--- config.mk ---
export PLATFORM = sky130hd
export DESIGN_NAME = bmem_line_adapter
export DESIGN_NICKNAME = d
export VERILOG_FILES = /design/src/rtl/bmem_pkg.sv /design/src/rtl/bmem_read_tracker.sv /design/src/rtl/bmem_line_adapter.sv
export SDC_FILE = /design/constraint.sdc
export NUM_CORES = 2
export LEC_CHECK = 0
export CORE_AREA = 2 2 305 307
export DETAILED_ROUTE_END_ITERATION = 12
export DIE_AREA = 0 0 307 309
export DONT_BUFFER_PORTS = 1
export HOLD_SLACK_MARGIN = 0.06
export SLEW_MARGIN = 10
export SYNTH_ARGS = -nofsm -noshare
export SYNTH_HDL_FRONTEND = slang
export SYNTH_HIERARCHICAL = 1
export SYNTH_SLANG_ARGS = --single-unit
export TNS_END_PERCENT = 20
--- constraint.sdc ---
create_clock -name clk -period 3.8 [get_ports clk]
set_clock_uncertainty 0.05 [all_clocks]
set_input_delay 0.19 -clock clk [delete_from_list [all_inputs] [get_ports clk]]
set_output_delay 0.19 -clock clk [all_outputs]
set_load 0.01 [all_outputs]
--- src/rtl/bmem_pkg.sv ---
// Shared constants and types for the cacheline-to-bmem burst adapter.
package bmem_pkg;
  localparam int unsigned LINE_BITS   = 256;
  localparam int unsigned BEAT_BITS   = 64;
  localparam int unsigned BEATS       = 4;
  localparam int unsigned OFFSET_BITS = 5;
  localparam int unsigned TAG_BITS    = 32 - OFFSET_BITS;

  typedef struct packed {
    logic                 we;
    logic [31:0]          addr;
    logic [LINE_BITS-1:0] wdata;
  } bmem_line_req_t;

  typedef enum logic {
    ST_IDLE,
    ST_WRITE
  } issue_state_e;
endpackage

--- src/rtl/bmem_read_tracker.sv ---
// Outstanding-read table: lowest-free allocation, free-by-line-address,
// hazard lookup and occupancy count.
module bmem_read_tracker
  import bmem_pkg::*;
#(
  parameter int unsigned MAX_OUTSTANDING = 4,
  localparam int unsigned CNT_W = $clog2(MAX_OUTSTANDING + 1)
) (
  input  logic                clk,
  input  logic                rst,
  input  logic                alloc,
  input  logic [TAG_BITS-1:0] alloc_tag,
  input  logic                free,
  input  logic [TAG_BITS-1:0] free_tag,
  input  logic [TAG_BITS-1:0] match_tag,
  output logic                free_hit,
  output logic                match_hit,
  output logic [CNT_W-1:0]    count
);
  localparam int unsigned IDX_W = (MAX_OUTSTANDING > 1) ? $clog2(MAX_OUTSTANDING) : 1;

  logic [MAX_OUTSTANDING-1:0] valid_q, valid_d;
  logic [TAG_BITS-1:0]        tag_q [MAX_OUTSTANDING];
  logic [TAG_BITS-1:0]        tag_d [MAX_OUTSTANDING];
  logic [CNT_W-1:0]           count_q, count_d;
  logic [IDX_W-1:0]           free_idx, alloc_idx;
  logic                       alloc_found;

  always_comb begin
    valid_d     = valid_q;
    tag_d       = tag_q;
    free_hit    = 1'b0;
    match_hit   = 1'b0;
    free_idx    = '0;
    alloc_idx   = '0;
    alloc_found = 1'b0;
    for (int unsigned i = 0; i < MAX_OUTSTANDING; i++) begin
      if (valid_q[i] && tag_q[i] == match_tag) match_hit = 1'b1;
      if (valid_q[i] && tag_q[i] == free_tag && !free_hit) begin
        free_hit = 1'b1;
        free_idx = IDX_W'(i);
      end
      if (!valid_q[i] && !alloc_found) begin
        alloc_found = 1'b1;
        alloc_idx   = IDX_W'(i);
      end
    end
    // Freed slot was valid in the registered view, so it can never collide with the alloc slot.
    if (free && free_hit) valid_d[free_idx] = 1'b0;
    if (alloc && alloc_found) begin
      valid_d[alloc_idx] = 1'b1;
      tag_d[alloc_idx]   = alloc_tag;
    end
    count_d = count_q + CNT_W'(alloc && alloc_found) - CNT_W'(free && free_hit);
  end

  always_ff @(posedge clk) begin
    if (rst) begin
      valid_q <= '0;
      tag_q   <= '{default: '0};
      count_q <= '0;
    end else begin
      valid_q <= valid_d;
      tag_q   <= tag_d;
      count_q <= count_d;
    end
  end

  assign count = count_q;
endmodule

--- src/rtl/bmem_line_adapter.sv ---
// Cacheline request adapter: issues 4-beat bmem bursts and reassembles
// returning read bursts into line responses.
module bmem_line_adapter
  import bmem_pkg::*;
#(
  parameter int unsigned MAX_OUTSTANDING = 4
) (
  input  logic         clk,
  input  logic         rst,
  input  logic         req_valid,
  output logic         req_ready,
  input  logic         req_we,
  input  logic [31:0]  req_addr,
  input  logic [255:0] req_wdata,
  output logic         resp_valid,
  output logic [31:0]  resp_addr,
  output logic [255:0] resp_rdata,
  output logic         wr_done,
  output logic         err,
  output logic [31:0]  bmem_addr,
  output logic         bmem_read,
  output logic         bmem_write,
  output logic [63:0]  bmem_wdata,
  input  logic         bmem_ready,
  input  logic [31:0]  bmem_raddr,
  input  logic [63:0]  bmem_rdata,
  input  logic         bmem_rvalid
);
  localparam int unsigned CNT_W = $clog2(MAX_OUTSTANDING + 1);

  issue_state_e                    state_q, state_d;
  logic [1:0]                      wr_beat_q, wr_beat_d;
  logic [TAG_BITS-1:0]             wr_tag_q, wr_tag_d;
  logic [BEATS-1:0][BEAT_BITS-1:0] wr_data_q, wr_data_d;
  logic                            wr_done_q, wr_done_d;
  logic [1:0]                      rx_beat_q, rx_beat_d;
  logic [TAG_BITS-1:0]             rx_tag_q, rx_tag_d;
  logic                            rx_drop_q, rx_drop_d;
  logic [2:0][BEAT_BITS-1:0]       rx_data_q, rx_data_d;
  logic                            resp_valid_q, resp_valid_d;
  logic [TAG_BITS-1:0]             resp_tag_q, resp_tag_d;
  logic [LINE_BITS-1:0]            resp_data_q, resp_data_d;
  logic                            err_q, err_d;

  bmem_line_req_t   req;
  logic             accept, alloc, free, free_hit, hazard;
  logic [CNT_W-1:0] count;
  logic             unused_low_bits;

  assign req             = '{we: req_we, addr: req_addr, wdata: req_wdata};
  assign unused_low_bits = ^{req.addr[OFFSET_BITS-1:0], bmem_raddr[OFFSET_BITS-1:0]};

  bmem_read_tracker #(.MAX_OUTSTANDING(MAX_OUTSTANDING)) u_tracker (
    .clk       (clk),
    .rst       (rst),
    .alloc     (alloc),
    .alloc_tag (req.addr[31:OFFSET_BITS]),
    .free      (free),
    .free_tag  (rx_tag_q),
    .match_tag (req.addr[31:OFFSET_BITS]),
    .free_hit  (free_hit),
    .match_hit (hazard),
    .count     (count)
  );

  always_comb begin
    req_ready = 1'b0;
    if (!rst && state_q == ST_IDLE && bmem_ready)
      req_ready = req.we ? !hazard : (count < CNT_W'(MAX_OUTSTANDING));
  end

  assign accept = req_valid && req_ready;
  assign alloc  = accept && !req.we;

  always_comb begin
    state_d   = state_q;
    wr_beat_d = wr_beat_q;
    wr_tag_d  = wr_tag_q;
    wr_data_d = wr_data_q;
    wr_done_d = 1'b0;
    case (state_q)
      ST_IDLE: begin
        if (accept && req.we) begin
          state_d   = ST_WRITE;
          wr_beat_d = 2'd1;
          wr_tag_d  = req.addr[31:OFFSET_BITS];
          wr_data_d = req.wdata;
        end
      end
      ST_WRITE: begin
        if (bmem_ready) begin
          wr_beat_d = wr_beat_q + 2'd1;
          if (wr_beat_q == 2'd3) begin
            state_d   = ST_IDLE;
            wr_done_d = 1'b1;
          end
        end
      end
      default: state_d = ST_IDLE;
    endcase
  end

  always_comb begin
    bmem_read  = 1'b0;
    bmem_write = 1'b0;
    bmem_addr  = '0;
    bmem_wdata = '0;
    if (!rst) begin
      case (state_q)
        ST_IDLE: begin
          if (accept) begin
            bmem_addr = {req.addr[31:OFFSET_BITS], {OFFSET_BITS{1'b0}}};
            if (req.we) begin
              bmem_write = 1'b1;
              bmem_wdata = req.wdata[BEAT_BITS-1:0];
            end else begin
              bmem_read = 1'b1;
            end
          end
        end
        ST_WRITE: begin
          bmem_addr  = {wr_tag_q, {OFFSET_BITS{1'b0}}};
          bmem_wdata = wr_data_q[wr_beat_q];
          bmem_write = bmem_ready;
        end
        default: ;
      endcase
    end
  end

  always_comb begin
    rx_beat_d    = rx_beat_q;
    rx_tag_d     = rx_tag_q;
    rx_drop_d    = rx_drop_q;
    rx_data_d    = rx_data_q;
    resp_valid_d = 1'b0;
    resp_tag_d   = resp_tag_q;
    resp_data_d  = resp_data_q;
    err_d        = err_q;
    free         = 1'b0;
    if (bmem_rvalid) begin
      rx_beat_d = rx_beat_q + 2'd1;
      if (rx_beat_q == 2'd0) begin
        rx_tag_d  = bmem_raddr[31:OFFSET_BITS];
        rx_drop_d = 1'b0;
      end else if (bmem_raddr[31:OFFSET_BITS] != rx_tag_q) begin
        rx_drop_d = 1'b1;
        err_d     = 1'b1;
      end
      case (rx_beat_q)
        2'd0: rx_data_d[0] = bmem_rdata;
        2'd1: rx_data_d[1] = bmem_rdata;
        2'd2: rx_data_d[2] = bmem_rdata;
        default: ;
      endcase
      // A burst already marked bad is dropped without touching the tracker.
      if (rx_beat_q == 2'd3 && !rx_drop_q && bmem_raddr[31:OFFSET_BITS] == rx_tag_q) begin
        free = 1'b1;
        if (free_hit) begin
          resp_valid_d = 1'b1;
          resp_tag_d   = rx_tag_q;
          resp_data_d  = {bmem_rdata, rx_data_q};
        end else begin
          err_d = 1'b1;
        end
      end
    end
  end

  always_ff @(posedge clk) begin
    if (rst) begin
      state_q   <= ST_IDLE;
      wr_beat_q <= '0;
      wr_tag_q  <= '0;
      wr_data_q <= '0;
      wr_done_q <= 1'b0;
    end else begin
      state_q   <= state_d;
      wr_beat_q <= wr_beat_d;
      wr_tag_q  <= wr_tag_d;
      wr_data_q <= wr_data_d;
      wr_done_q <= wr_done_d;
    end
  end

  always_ff @(posedge clk) begin
    if (rst) begin
      rx_beat_q    <= '0;
      rx_tag_q     <= '0;
      rx_drop_q    <= 1'b0;
      rx_data_q    <= '0;
      resp_valid_q <= 1'b0;
      resp_tag_q   <= '0;
      resp_data_q  <= '0;
      err_q        <= 1'b0;
    end else begin
      rx_beat_q    <= rx_beat_d;
      rx_tag_q     <= rx_tag_d;
      rx_drop_q    <= rx_drop_d;
      rx_data_q    <= rx_data_d;
      resp_valid_q <= resp_valid_d;
      resp_tag_q   <= resp_tag_d;
      resp_data_q  <= resp_data_d;
      err_q        <= err_d;
    end
  end

  assign resp_valid = resp_valid_q;
  assign resp_addr  = {resp_tag_q, {OFFSET_BITS{1'b0}}};
  assign resp_rdata = resp_data_q;
  assign wr_done    = wr_done_q;
  assign err        = err_q;
endmodule

# [Word level (Yosys, flattened, before mapping)]
# Index checks and enable logic that the tools add are counted.
[word_totals] regBits=909 out_inout_bits=390 elab_cells=172
[op_classes] n_addsub=4 order_cmp=8 eq_ne=16 n_mux=63 bitwise_logic=8 n_reduce_logical=49
[ops] operator="$mux 64" n=4
[ops] operator="$eq 27x27->1" n=9
[ops] operator="$bmux 64 s2" n=1
[ops] operator="$pmux 64 s2" n=1
[ops] operator="$bwmux 108" n=1
[ops] operator="$mux 32" n=2
[ops] operator="$pmux 32 s2" n=1
[ops] operator="$demux 27 s2" n=1
[ops] operator="$mux 1" n=38
[ops] operator="$mux 27" n=1
[ops] operator="$ne 27x27->1" n=1
[ops] operator="$logic_and 1x1->1" n=26
[ops] operator="$logic_not 1->1" n=12
[ops] operator="$mux 2" n=6
[ops] operator="$reduce_and 2->1" n=6
[ops] operator="$lt 2x3->1 const B" n=3
[ops] operator="$mux 4" n=2
[ops] operator="$eq 2x2->1 const B" n=3
[ops] operator="$reduce_or 3->1" n=2
[ops] operator="$add 2x1->2 const B" n=2
[ops] operator="$and 4x4->4" n=1
[ops] operator="$demux 1 s2" n=2
[ops] operator="$ge 2x1->1 const B" n=2
[ops] operator="$not 1->1" n=4
[ops] operator="other kinds (16)" n=17

# [Logic depth before layout (Yosys ltp)]
[logic_depth] depth_word=21 depth_mapped=21 depth_no_buf=17

# [Hierarchy]
# The synthesis kept the hierarchy.
[modules_own_cells] module="bmem_line_adapter" instances=1 cells_each=3887 area_per_inst_um2=31481.4 seq_area_each_um2=15895.2
[modules_own_cells] module="bmem_read_tracker" instances=1 cells_each=848 area_per_inst_um2=6658.9 seq_area_each_um2=2302.2

# [Least setup slack after synthesis]
# Ideal clock, no wire load.
[synth_path] path_kind="input to register" startpoint="in req_addr[23]" endpoint="reg u_tracker.count_q[2], in the netlist u_tracker/count[2]" arrival_time_ns=3.369 required_time_ns=3.622 setup_slack_ns=0.253 path_stages=20 n_path_buf=4 cell_sequence="clkbuf_1 > xor2_1 > nor4_1 > nand4_1 > nand4_1 > mux2i_1 > and4_1 > clkbuf_1 > clkbuf_1 > clkbuf_1 > nor2b_1 > nand2_1 > ha_1 > inv_1 > ha_1 > inv_1 > fa_1 > xor2_1 > xnor2_1 > nor2_1"
[synth_between] elab_chain_len=14
[synth_lines] item="from (decl)" line="bmem_line_adapter.sv:13" text="input logic [31:0] req_addr,"
[synth_lines] item="$eq 27x27->1" line="bmem_read_tracker.sv:38" text="if (valid_q[i] && tag_q[i] == match_tag) match_hit = 1'b1;"
[synth_lines] item="$logic_and 1x1->1" line="bmem_read_tracker.sv:38"
[synth_lines] item="$mux 1 (3 in a row)" line="bmem_read_tracker.sv:38"
[synth_lines] item="$mux 1 *" line="bmem_read_tracker.sv:38"
[synth_lines] item="via hazard" line="bmem_line_adapter.sv:46" text="logic accept, alloc, free, free_hit, hazard;"
[synth_lines] item="$logic_not 1->1 *" line="bmem_line_adapter.sv:69" text="req_ready = req.we ? !hazard : (count < CNT_W'(MAX_OUTSTANDING));"
[synth_lines] item="$mux 1 *" line="bmem_line_adapter.sv:69"
[synth_lines] item="$mux 1 *" line="bmem_line_adapter.sv:68" text="if (!rst && state_q == ST_IDLE && bmem_ready)"
[synth_lines] item="$logic_and 1x1->1 *" line="bmem_line_adapter.sv:72" text="assign accept = req_valid && req_ready;"
[synth_lines] item="$logic_and 1x1->1 *" line="bmem_line_adapter.sv:73" text="assign alloc = accept && !req.we;"
[synth_lines] item="via alloc" line="bmem_line_adapter.sv:46"
[synth_lines] item="$logic_and 1x1->1 *" line="bmem_read_tracker.sv:54" text="count_d = count_q + CNT_W'(alloc && alloc_found) - CNT_W'(free && free_hit);"
[synth_lines] item="$add 3x1->3 *" line="bmem_read_tracker.sv:54"
[synth_lines] item="$sub 3x1->3 *" line="bmem_read_tracker.sv:54"
[synth_lines] item="to (signal assigned)" line="bmem_read_tracker.sv:65" text="count_q <= count_d;"
[synth_lines] item="to (decl)" line="bmem_read_tracker.sv:25" text="logic [CNT_W-1:0] count_q, count_d;"
# The timed path passes the listed nets; every way through them passes the cells marked *.
# A chain may end at the register's enable or synchronous reset.

# [Final worst setup path]
[layout_path] startpoint="in rst" endpoint="out bmem_wdata[38]"
[layout_between] elab_chain_len=8
[layout_lines] item="from (decl)" line="bmem_line_adapter.sv:9" text="input logic rst,"
[layout_lines] item="$logic_not 1->1"
[layout_lines] item="$logic_and 1x1->1 (2 in a row)" line="bmem_line_adapter.sv:68"
[layout_lines] item="$mux 1" line="bmem_line_adapter.sv:68"
[layout_lines] item="$logic_and 1x1->1" line="bmem_line_adapter.sv:72"
[layout_lines] item="$mux 64" line="bmem_line_adapter.sv:111" text="if (accept) begin"
[layout_lines] item="$pmux 64 s2" line="bmem_line_adapter.sv:109" text="case (state_q)"
[layout_lines] item="$mux 64 *" line="bmem_line_adapter.sv:108" text="if (!rst) begin"
[layout_lines] item="to (decl)" line="bmem_line_adapter.sv:23" text="output logic [63:0] bmem_wdata,"
# Every way passes the cells marked *; elsewhere a longest branch is shown, timed or not.

==> flow_metrics.tcl <==
set metrics [dict create \
    path_buf_inv 0 \
    vdd_drop_max_v 0.000392 \
    yosysWarningCount 6 \
    end_kind "primary output" \
    antenna_found_initial 19 \
    cpMaxStageDelayCell "a21oi_1" \
    clk_pin_slew_ns 0.06 \
    syn-cell-area_sq_um 38100 \
    cp_slowest_stage_delay_ns 3.20 \
    synth_top_cell_by_area "dfxtp_1" \
    synthTopCellsByArea "dfxtp_1 (48%), nand2_1 (13%), a21oi_1 (13%)" \
    finalSetupTns_ns -963.99 \
    fin_crit_sh_pct 202 \
    worst_pin_slew_ns 8.87 \
    grt_use_total_pct 31.0 \
    rows 111 \
    hpwl_microns 81700 \
    finalHoldWorstSlack_ns -0.134 \
    fin_crit_ns 7.68 \
    grt_pass1_vias 38518 \
    min_path_cells 1 \
    worstSetupEndpoint "bmem_wdata[38]" \
    clk_path_buf_depth 3 \
    synth_edf_count 0 \
    final_area_sq_um 53200 \
    dieArea_sq_um 94900 \
    seq_area_frac_synth_pct 47.7 \
    r2r-end "wr_data_q[39]$_SDFFE_PP0P_" \
    rr_startpoint "u_tracker/tag_q[43]$_SDFFE_PP0P_" \
    root_buffer "clkbuf_16" \
    worstSkewPairLatency_ns 0.71 \
    synth_cells 4735 \
    final_common_cell "nand2_1" \
    rsz0062_at_grt "yes" \
    r2r_cells 13 \
    floorplan.initialDensity_pct 41.7 \
    critPathArrivalTime_ns 7.44 \
    worstPathRequired_ns 3.56 \
    maxCapViolations 0 \
    syn_avg_cell_area_sq_um 8.05 \
    vias 40200 \
    crit_path_max_fanout 1002 \
    coreArea_sq_um 91400 \
    wirelength_microns 161000 \
    num-nets-final 5936 \
    synth-seq-cells 909 \
    via_per_inst 5.90 \
    grt_pass1_wl_microns 232000 \
    finalMaxSlewViolations 855 \
    p_leak_nw 20.1 \
    dpl_cell_area_sq_um 38900 \
    final_cell_mix "nand2_1 (1274), dlygate4sd3_1 (982), a21oi_1 (940)" \
    synth_top_area_share_pct 47.7 \
    tritoncts.num_buffers 97 \
    violations "hold timing, slew limit, setup timing" \
    antenna_left 0 \
    cts_tree "built" \
    dieWidth_microns 307 \
    port_buffers 0 \
    hp-class "input pin to register" \
    synthFlopType "dfxtp_1" \
    path_depth 1 \
    syn_to_final_growth_pct 39.5 \
    slew_headroom_pct -491 \
    cts.sinks 909 \
    io_pins 780 \
    ff2ff_setup_slack_ns -0.41 \
    drc 0 \
    max_freq_mhz 130 \
    grt-ovfl-total 0 \
    grt_start_max_net_pins 1003 \
    synthArstFlopShare_pct 0 \
    status "complete, but fails checks" \
    hold_violations 3 \
    setup_viol 634 \
    wl_per_cell_microns 23.6 \
    routabilityCongestion 0.929 \
    p_per_area_nw_per_um2 403 \
    h-tree-depth 3 \
    setup_slack_ns -3.88 \
    crit_chain "a21oi_1" \
    first_iter_violations 4716 \
    synth.distinct_cells 48 \
    drive_gt1_share_pct 8.28 \
    startpoint "rst" \
    drt_pass1_iterations 6 \
    crit_type "input pin to primary output" \
    crit_family "compound AO/OA/AOI/OAI gates" \
    critPathLaunchType "input pin" \
    die_h_microns 309 \
]
[cell families (layout without fill, tap and decap cells)]
| group | after synthesis | count (layout) | synth area share (%) |
|---|---|---|---|
| compound gates | 1285 | 1285 | 17.1 |
| simple gates | 1745 | 1746 | 20.0 |
| other cells | 1 | 25 | 0.00983 |
| mux | 66 | 66 | 3.83 |
| xor+xnor | 249 | 249 | 5.74 |
| flops | 909 | 909 | 47.7 |
| buf+inv | 472 | 1341 | 5.35 |
| fa+ha+maj | 8 | 8 | 0.282 |
[cell usage after synthesis (3+ instances only)]
cell	count
nor4b_1	4
xor2_1	133
nand4_1	326
a22oi_1	27
nor3_1	3
and3_1	3
o21ai_1	9
mux4_2	64
nor4_1	41
nand3_1	7
ha_1	7
nand2_1	1294
nor2b_1	4
nor2_1	39
a21oi_1	964
and2_1	4
o21ai_0	274
inv_1	8
buf_2	93
xnor2_1	115
or4_1	6
dfxtp_1	909
buf_4	37
nand2b_1	3
clkbuf_1	322
buf_1	10
[state kept, by name (all words and copies together) (netlist names)]
register	cells
rx_beat_q	2
wr_beat_q	2
resp_rdata	256
rx_drop_q	1
wr_tag_q	27
wr_data_q	256
state_q	1
rx_tag_q	27
u_tracker/tag_q	108
wr_done	1
resp_valid	1
u_tracker/valid_q	4
err	1
rx_data_q	192
u_tracker/count	3
resp_tag_q	27
[worst min path at each step]
stage,endpoint,from
after floorplan,wr_data_q[100]$_SDFFE_PP0P_,req_wdata[100]
after global placement,wr_tag_q[15]$_SDFFE_PP0P_,rst
after detailed placement,wr_tag_q[15]$_SDFFE_PP0P_,rst
after CTS,u_tracker/count[1]$_SDFF_PP0_,rst
after global routing,resp_tag_q[5]$_SDFFE_PP0P_,rst
final,wr_data_q[61]$_SDFFE_PP0P_,rst
[timing repair]
item,CTS,global route
endpoints found under the hold margin,909,292
setup buffers,3,11
endpoints found under the setup margin,61,344
hold buffers,1005,13
pin swaps,6,23
cloned,3,12
gates resized for setup,19,106
[report_power, final]
part,switching (mW),internal [mW]
clock,4.19,5.55
sequential,0.146,9.72
combinational,0.900,0.908
total,5.23,16.2
[stage by stage]
step	setup WS [ns]	hold WS [ns]	total power, mW	utilization (%)	instances
2_1_floorplan	0.253	0.276	10.9	-	4744
3_3_place_gp	0.137	0.256	11.0	42.6	5589
3_5_place_dp	0.103	0.264	11.0	42.6	5589
4_1_cts	-0.00698	-0.425	21.3	57.4	6775
5_1_grt	-0.0863	-0.288	22.0	58.2	6813
6_report	-3.88	-0.134	21.4	58.2	6815
[final cells by class]
class	count	area, sq um
inverter	8	30.0
timing repair buffer	1158	11900
multi-input combinational	3364	18300
antenna	15	37.5
sequential	909	18200
tap	1186	1480
clock inverter	28	377
clock buffer	147	2890
fill	7714	38200
[routing by layer]
layer  track usage [%]  up-vias  part of all wire [%]  routed length [microns]
li1                  -    17870                     -                        -
met1              37.3    19158                    36                    58300
met2              49.8     2516                    46                    73500
met3              8.81      656                    11                    17900
met4              17.6        0                   6.9                    11000
met5                 0        -                     0                        0
Note: power is estimated with default switching activity, not from simulation.
